## src/rtl/fbreader_pkg.sv

```systemverilog
// Shared definitions for the framebuffer reader and writer: FSM encoding, coordinate widths and field positions.
// Vectors are numbered LSB = 0, so PLB bit 0 (the MSB) is bit N-1 here and numeric values are unchanged.
package fbreader_pkg;

    localparam int LINE_LEN     = 9;
    localparam int COL_LEN      = 10;
    localparam int REQ_FIFO_LEN = 32;
    localparam int RSP_FIFO_LEN = 64;
    localparam int C_MST_AWIDTH = 32;
    localparam int C_MST_DWIDTH = 32;

    localparam logic [10:0] FB_BASE_ADDR = 11'b1001_0000_000;

    localparam int REQ_LINE_LSB  = 16;
    localparam int REQ_COL_LSB   = 0;
    localparam int RSP_LINE_LSB  = 48;
    localparam int RSP_COL_LSB   = 32;
    localparam int RSP_COLOR_LSB = 0;

    typedef enum logic [3:0] {
        IDLE       = 4'd0,
        PRESENT    = 4'd1,
        WAIT_ACK   = 4'd2,
        WAIT_CMPLT = 4'd3,
        ERROR      = 4'd4,
        FIFO_READ  = 4'd5,
        PUSH       = 4'd6
    } fb_state_t;

    function automatic logic [RSP_FIFO_LEN-1:0] pack_rsp(
        input logic [LINE_LEN-1:0]     line,
        input logic [COL_LEN-1:0]      col,
        input logic [C_MST_DWIDTH-1:0] color
    );
        logic [RSP_FIFO_LEN-1:0] w;
        w = '0;
        w[RSP_LINE_LSB +: 16]            = 16'(line);
        w[RSP_COL_LSB +: 16]             = 16'(col);
        w[RSP_COLOR_LSB +: C_MST_DWIDTH] = color;
        return w;
    endfunction

endpackage

```

## src/rtl/fb_addr_gen.sv

```systemverilog
// Pixel (line, col) to PLB byte address; one 32-bit word per pixel, 1024-pixel line stride.
// Purely combinational, zero latency, no flow control.
module fb_addr_gen
    import fbreader_pkg::*;
(
    input  logic [LINE_LEN-1:0]     line,
    input  logic [COL_LEN-1:0]      col,
    output logic [C_MST_AWIDTH-1:0] addr
);

    assign addr = {FB_BASE_ADDR, line, col, 2'b00};

endmodule

```

## src/rtl/fbreader.sv

```systemverilog
// PLB single-beat read engine: pops a (line, col) request, reads one pixel, pushes {line, col, color}.
// At least 5 cycles per pixel; waits in PUSH while the response FIFO is full and never drops a completed read.
module fbreader
    import fbreader_pkg::*;
(
    input  logic                      PLB_clk,
    input  logic                      reset,
    output logic [3:0]                state,
    input  logic [REQ_FIFO_LEN-1:0]   req_data,
    input  logic                      req_empty,
    output logic                      req_rd_en,
    output logic [RSP_FIFO_LEN-1:0]   rsp_data,
    input  logic                      rsp_full,
    output logic                      rsp_wr_en,
    output logic                      IP2Bus_MstRd_Req,
    output logic                      IP2Bus_MstWr_Req,
    output logic [C_MST_AWIDTH-1:0]   IP2Bus_Mst_Addr,
    output logic [C_MST_DWIDTH/8-1:0] IP2Bus_Mst_BE,
    output logic                      IP2Bus_Mst_Lock,
    output logic                      IP2Bus_Mst_Reset,
    input  logic                      Bus2IP_Mst_CmdAck,
    input  logic                      Bus2IP_Mst_Cmplt,
    input  logic                      Bus2IP_Mst_Error,
    input  logic                      Bus2IP_Mst_Rearbitrate,
    input  logic                      Bus2IP_Mst_Cmd_Timeout,
    input  logic [C_MST_DWIDTH-1:0]   Bus2IP_MstRd_d,
    input  logic                      Bus2IP_MstRd_src_rdy_n,
    output logic                      IP2Bus_MstRd_dst_rdy_n,
    output logic [C_MST_DWIDTH-1:0]   IP2Bus_MstWr_d
);

    fb_state_t             st_q, st_d;
    logic [LINE_LEN-1:0]   line_q;
    logic [COL_LEN-1:0]    col_q;
    logic [C_MST_DWIDTH-1:0] color_q;
    logic                  err;
    logic                  rd_phase;
    logic                  pop_d;
    logic                  push_d;
    logic [LINE_LEN-1:0]   req_line;
    logic [COL_LEN-1:0]    req_col;
    logic [LINE_LEN-1:0]   addr_line;
    logic [COL_LEN-1:0]    addr_col;
    logic                  unused_in;

    assign err      = Bus2IP_Mst_Error | Bus2IP_Mst_Cmd_Timeout | reset;
    assign rd_phase = (st_q == WAIT_ACK) || (st_q == WAIT_CMPLT);
    assign req_line = req_data[REQ_LINE_LSB +: LINE_LEN];
    assign req_col  = req_data[REQ_COL_LSB +: COL_LEN];

    // Rearbitrate needs no action: the request stays asserted until CmdAck.
    assign unused_in = ^{Bus2IP_Mst_Rearbitrate, req_data[31:25], req_data[15:10]};

    always_comb begin
        st_d   = st_q;
        pop_d  = 1'b0;
        push_d = 1'b0;
        case (st_q)
            IDLE: begin
                if (err) begin
                    st_d = ERROR;
                end else if (!req_empty && !rsp_full) begin
                    st_d  = FIFO_READ;
                    pop_d = 1'b1;
                end
            end
            FIFO_READ:  st_d = err ? ERROR : PRESENT;
            PRESENT:    st_d = err ? ERROR : WAIT_ACK;
            WAIT_ACK: begin
                if (err) begin
                    st_d = ERROR;
                end else if (Bus2IP_Mst_CmdAck && Bus2IP_Mst_Cmplt) begin
                    st_d = PUSH;
                end else if (Bus2IP_Mst_CmdAck) begin
                    st_d = WAIT_CMPLT;
                end
            end
            WAIT_CMPLT: begin
                if (err) begin
                    st_d = ERROR;
                end else if (Bus2IP_Mst_Cmplt) begin
                    st_d = PUSH;
                end
            end
            // The bus transfer is finished here, so only reset may abandon the pixel.
            PUSH: begin
                if (reset) begin
                    st_d = ERROR;
                end else if (!rsp_full) begin
                    st_d   = IDLE;
                    push_d = 1'b1;
                end
            end
            ERROR:      st_d = err ? ERROR : IDLE;
            default:    st_d = ERROR;
        endcase
    end

    always_ff @(posedge PLB_clk) begin
        if (reset) begin
            st_q             <= ERROR;
            req_rd_en        <= 1'b0;
            rsp_wr_en        <= 1'b0;
            IP2Bus_Mst_Reset <= 1'b1;
            line_q           <= '0;
            col_q            <= '0;
            color_q          <= '0;
        end else begin
            st_q             <= st_d;
            req_rd_en        <= pop_d;
            rsp_wr_en        <= push_d;
            IP2Bus_Mst_Reset <= (st_q == ERROR);
            if (st_q == PRESENT) begin
                line_q <= req_line;
                col_q  <= req_col;
            end
            if (rd_phase && !Bus2IP_MstRd_src_rdy_n) begin
                color_q <= Bus2IP_MstRd_d;
            end
        end
    end

    // The popped word is only on req_data during PRESENT, so the address bypasses the latch then.
    assign addr_line = (st_q == PRESENT) ? req_line : line_q;
    assign addr_col  = (st_q == PRESENT) ? req_col  : col_q;

    fb_addr_gen u_addr (
        .line (addr_line),
        .col  (addr_col),
        .addr (IP2Bus_Mst_Addr)
    );

    assign state                  = st_q;
    assign rsp_data               = pack_rsp(line_q, col_q, color_q);
    assign IP2Bus_MstRd_Req       = (st_q == PRESENT) || (st_q == WAIT_ACK);
    assign IP2Bus_MstRd_dst_rdy_n = ~rd_phase;
    assign IP2Bus_MstWr_Req       = 1'b0;
    assign IP2Bus_Mst_BE          = '1;
    assign IP2Bus_Mst_Lock        = 1'b0;
    assign IP2Bus_MstWr_d         = '0;

endmodule

```

## config.mk

```make
export PLATFORM = sky130hd
export DESIGN_NAME = fbreader
export DESIGN_NICKNAME = d
export VERILOG_FILES = /design/src/rtl/fbreader_pkg.sv /design/src/rtl/fb_addr_gen.sv /design/src/rtl/fbreader.sv
export SDC_FILE = /design/constraint.sdc
export NUM_CORES = 1
export LEC_CHECK = 0
export CORE_UTILIZATION = 25
export CTS_BUF_LIST = sky130_fd_sc_hd__clkbuf_16
export CTS_CLUSTER_DIAMETER = 30
export DETAILED_ROUTE_END_ITERATION = 6
export PLACE_DENSITY = 0.72
export SETUP_SLACK_MARGIN = 0.05
export SLEW_MARGIN = 20
export SYNTH_ARGS = -nofsm -noshare
export SYNTH_HDL_FRONTEND = slang
export SYNTH_SLANG_ARGS = --single-unit
```

## constraint.sdc

```tcl
create_clock -name PLB_clk -period 2.4 [get_ports PLB_clk]
set_input_delay 0.48 -clock PLB_clk [delete_from_list [all_inputs] [get_ports PLB_clk]]
set_output_delay 0.48 -clock PLB_clk [all_outputs]
set_load 0.05 [all_outputs]
```

Word-level counts from Yosys, hierarchy flattened --
Cells that the tools add are included.
Word-level totals: register bits 58, input port bits 74, output and inout port bits 143, word-level logic and storage cells 50
Cells by class: equality and inequality tests 10, muxes and demuxes 16, bitwise operators 5, reduce and logical (&&, ||, !) cells 12
Operators with widths (number):
- 4-bit 2-to-1 mux | 8
- 4-bit one-hot mux with 7 select lines | 1
- 4-bit by 3-bit == test with 1-bit output, second input constant | 3
- 10-bit 2-to-1 mux | 1
- 3-bit 2-to-1 mux | 3
- 9-bit 2-to-1 mux | 1
- 4-bit by 2-bit == test with 1-bit output, second input constant | 2
- 3-bit != test, second input constant | 2
- 4-bit by 1-bit == test with 1-bit output, second input constant | 1
- 4-bit zero test | 1
- 4-bit by 3-bit != test with 1-bit output, second input constant | 1
- 4-bit AND reduction | 1
- 1-bit logical AND | 3
- 1-bit zero test | 3
- 1-bit inverter | 3
- 3-bit OR reduction | 1
- 1-bit logical OR | 2
- 1-bit 2-to-1 mux | 2
- 2-bit != test, second input constant | 1
- 1-bit OR | 2
- 2-bit OR reduction | 1

Longest topological paths before layout --
depth in word-level cells 5, mapped depth 6, gate-level depth less buffers 3

Hierarchy --
A second synthesis with hierarchy kept.
Unflattened totals: cells, all modules 326, area, all modules 2854.0 um^2
Modules (own cells, without submodules):
- fbreader | times used 1, cells each 292, area each 2606.2 um^2, sequential area each 1141.1 um^2
- fb_addr_gen | times used 1, cells each 34, area each 247.7 um^2, sequential area each 0.0 um^2

Worst setup path before layout --
No wires, ideal clock.
path type reg2out, start reg st_q[1], in the netlist state[1], end out IP2Bus_MstRd_Req, arrival time 1863 ps, required time 1920 ps, path slack 57 ps, cell stages (with the launch flop) 4, buffers on the path 1, cell sequence dfxtp_1 > clkbuf_1 > nand2b_1 > a21oi_1
Between the ends: cells in the longest elaborated chain, start to end 2, elaborated cells between the ends (all ways) 3, those cells by class eq/ne: 2; reduce/logical: 1
RTL lines:
- start: declaration | RTL line fbreader.sv:32 | fb_state_t st_q, st_d;
- start signal: assignment | RTL line fbreader.sv:109 | st_q <= st_d;
- 4-bit by 1-bit == test with 1-bit output / 4-bit by 2-bit == test with 1-bit output (equally long branches) | RTL line fbreader.sv:135 | assign IP2Bus_MstRd_Req = (st_q == PRESENT) || (st_q == WAIT_ACK);
- 1-bit logical OR * | RTL line fbreader.sv:135
- end: declaration | RTL line fbreader.sv:15 | output logic IP2Bus_MstRd_Req,
Mark *: on every way between the ends. The rest lies on a longest branch, timed or not.

Worst setup path after layout --
start reg st_q[2], in the netlist state[2], end out IP2Bus_Mst_Addr[2]
Between the ends: cells in the longest elaborated chain, start to end 2
RTL lines:
- 4-bit by 1-bit == test with 1-bit output | RTL line fbreader.sv:125 | assign addr_col = (st_q == PRESENT) ? req_col : col_q;
- 10-bit 2-to-1 mux
- end: declaration | RTL line fbreader.sv:17 | output logic [C_MST_AWIDTH-1:0] IP2Bus_Mst_Addr,
Every way passes these cells.

==> metrics.md <==
| Metric | Value |
|---|---|
| Gr ovfl total | 0 |
| Finish-stage setup viols | 0 |
| Post-DR vias/cell | 3.988 |
| Number of setup buffers added after CTS | 0 |
| Worst Path Required | 1920 ps |
| Post-synth EDFFs | 0 |
| Syn Std Cell Area | 2704 sq um |
| Initial antenna violation count | 0 |
| Sequential share of the synthesized area | 42.20% |
| Initial Utilization | 25.96% |
| RSZ-0062 raised after global routing | no |
| Setup TNS | 0 ps |
| Core Rows | 37 |
| Peak VDD IR | 0.2147 mV |
| Final Hold Viols | 0 |
| CP Capture Type | output pin |
| TritonCTS clock tree | yes |
| Power per cell area | 576.8 nW/um^2 |
| Met2 usage | 20.59% |
| Syn. warnings | 0 |
| Register area | 1141 sq um |
| Switching power | 0.0006891 W |
| Internal power | 0.001720 W |
| Nets | 515 |
| DRC violations left | 0 |
| TritonCTS Sinks | 57 |
| Final critical-path required period | 2263 ps |
| Synth cell types | 27 |
| Placed inst area | 3924 sq um |
| CP delay by family, top | flip-flops |
| Largest net degree at the start of global routing | 33 |
| Root Driver | clkbuf_16 |
| M3 GR Usage | 4.231% |
| Pleak | 1.655 nW |
| CP Launch Type | register |
| Diode count | 0 |
| DRT Wirelength | 6886 um |
| FILL cells | 1013 |
| Hold-fix buffers at CTS | 0 |
| GRT busiest layer | met2 |
| Crit path largest cell delay | 420 ps |
| Status | finished clean |
| Clock network power share | 45.3% |
| CTS HTree Levels | 3 |
| Cells after Synth | 305 |
| Die area | 11230 sq um |
| Total track usage | 12.40% |
| Layout cells sized above 1 | 15.06% |
| Critical path, cell by cell | nor3b_4, buf_12, mux2_2, buf_4 |
| First-pass GRT wire length | 10670 um |
| Synth Register Bits | 57 |
| Final instance area | 4177 sq um |
| Core Footprint | 10420 sq um |
| CTS buffer count | 9 |
| Pins Over Slew Limit | 0 |
| Via count of the routed design | 2317 |
| Initial drt markers | 86 |
| CP max stage cell | dfxtp_1 |
| Main flop type after synthesis | dfxtp_1 |
| WL/cell | 11.85 um |
| Combinational power share | 15.2% |
| Worst-margin pin slew | 534.7 ps |
| Number of global-route vias before repair | 2208 |
| Syn-to-layout area delta | 54.47% |
| Sequential share of power | 39.5% |
| Avg Inst Size Synth | 8.865 sq um |
| Multi-input gate area | 1229 sq um |
| Crit path arrival time | 1780 ps |
| Slew HR | 64.24% |
| Max Clock Freq | 0.4418 GHz |
| PortBufs | 137 |
| Switching portion of total power | 28.60% |
| Clock tree buffer depth | 2 |
| Drt pass-1 iters | 4 |
| Clock skew | 4.383 ps |
| Post-CTS resize count | 0 |
| Die Wd | 106.0 um |
| Max Cap Viol | 0 |
| Met1 usage | 13.72% |
| Period utilisation layout | 94.31% |
| Clk_lat worst skew | 320 ps |
| RePlAce Congestion | 0.7366 |
| WS Path Type | reg -> out |
| Dpl hpwl | 5218 um |
| Critical-path maximum fanout | 19 |
| ANT nets after route | 0 |
| Post-synth ARST share | 0% |
| # IOs | 217 |
| Worst-path clk slew | 50 ps |
| WP buf/inv | 2 |
| Die height | 106.0 um |
| Worst min path class | reg -> reg |
## worst register-to-register path, delay by kind of cell, from the launching register on
family        cells  cell delay, ps
simple gates      2             400
mux               1             380
flops             1             420
buf+inv           1             200
## cell type report
type                    instances  share of cell area [%]
well taps                     136                   4.074
multi-input cells             228                   29.42
flip-flops and latches         57                   27.32
repair buffers                145                   33.13
clock inverters                 6                  0.6591
clock buffers                   9                   5.392
## stage by stage
| step | std cells | power [W] | hold WS, ps | worst slack, ps | util (%) |
|---|---|---|---|---|---|
| finish | 581 | 0.002409 | 454.4 | 136.6 | 40.10 |
| global route | 581 | 0.002520 | 477.1 | 61.14 | 40.10 |
| CTS | 581 | 0.002452 | 457.3 | 107.4 | 40.10 |
| detailed placement | 566 | 0.001335 | 450.1 | 463.5 | 37.67 |
| global placement | 566 | 0.001332 | 442.3 | 474.4 | 37.67 |
| floorplan | 368 | 0.001305 | 557.6 | 56.80 | - |
## Yosys cell counts, types with 3 or more instances
cell type | number | area share (%)
nand2_1 | 65 | 9.0
mux2_2 | 9 | 3.7
dfxtp_1 | 57 | 42
buf_4 | 65 | 18
nor2_1 | 3 | 0.42
mux2_4 | 10 | 5.6
clkbuf_1 | 14 | 1.9
nor3b_2 | 3 | 1.4
nor2b_1 | 20 | 4.6
a21oi_1 | 35 | 6.5
nand2b_1 | 3 | 0.69
## path summary, 6_finish.rpt
path,cells past startpoint,slack [ps],startpoint,to
worst max-delay path,4,140,state[2]$_SDFFE_PP1P_,IP2Bus_Mst_Addr[2]
worst min-delay path,2,450,color_q[27]$_SDFFE_PP0P_,color_q[27]$_SDFFE_PP0P_
worst max register to register,4,890,state[2]$_SDFFE_PP1P_,col_q[0]$_SDFF_PP0_
worst min register to register,2,450,color_q[27]$_SDFFE_PP0P_,color_q[27]$_SDFFE_PP0P_
## flip-flops by register name, summed over array words and instances (netlist names)
| register | flops |
|---|---|
| rsp_wr_en | 1 |
| color_q | 32 |
| col_q | 10 |
| state | 3 |
| line_q | 9 |
| req_rd_en | 1 |
| IP2Bus_Mst_Reset | 1 |
## cell families (layout without fill, tap and decap cells)
family / Yosys count / after routing / share of synthesized area (%)
other: 2 / 65 / 0.2778
DFF: 57 / 57 / 42.20
muxes: 19 / 19 / 9.301
and+or+nand+nor: 103 / 103 / 18.51
AOI/OAI and AO/OA: 41 / 41 / 8.145
buffers and inverters: 83 / 160 / 21.56
## metal layers
layer	wire (um)	vias up
li1	-	1124
met1	2771	1059
met2	3375	121
met3	591	13
met4	147	0
met5	0	-
## power groups by stage
stage	clock network, W	logic (W)	registers, W
after floorplan	0	0.000328	0.000977
after global placement	0	0.000361	0.000971
after detailed placement	0	0.000363	0.000972
after CTS	0.00114	0.000365	0.000952
after global routing	0.00119	0.000382	0.000951
final	0.00109	0.000365	0.000953
## placed cells by master, fill, tap and decap left out, drive strengths merged
master and count:
clkdlybuf4s50 114, nand2 65, conb 65, dfxtp 57, a21oi 35, buf 31
nor2b 20, mux2 19, clkbuf 9, clkinv 5, nor3b 5, nand2b 3
nor2 3, nor4 2, o31a 2, or3b 1, o21ai 1, and3b 1
or3 1, o211ai 1, o32ai 1, o22ai 1, and2 1, or2 1
inv 1
(Power assumes the default switching activity.)
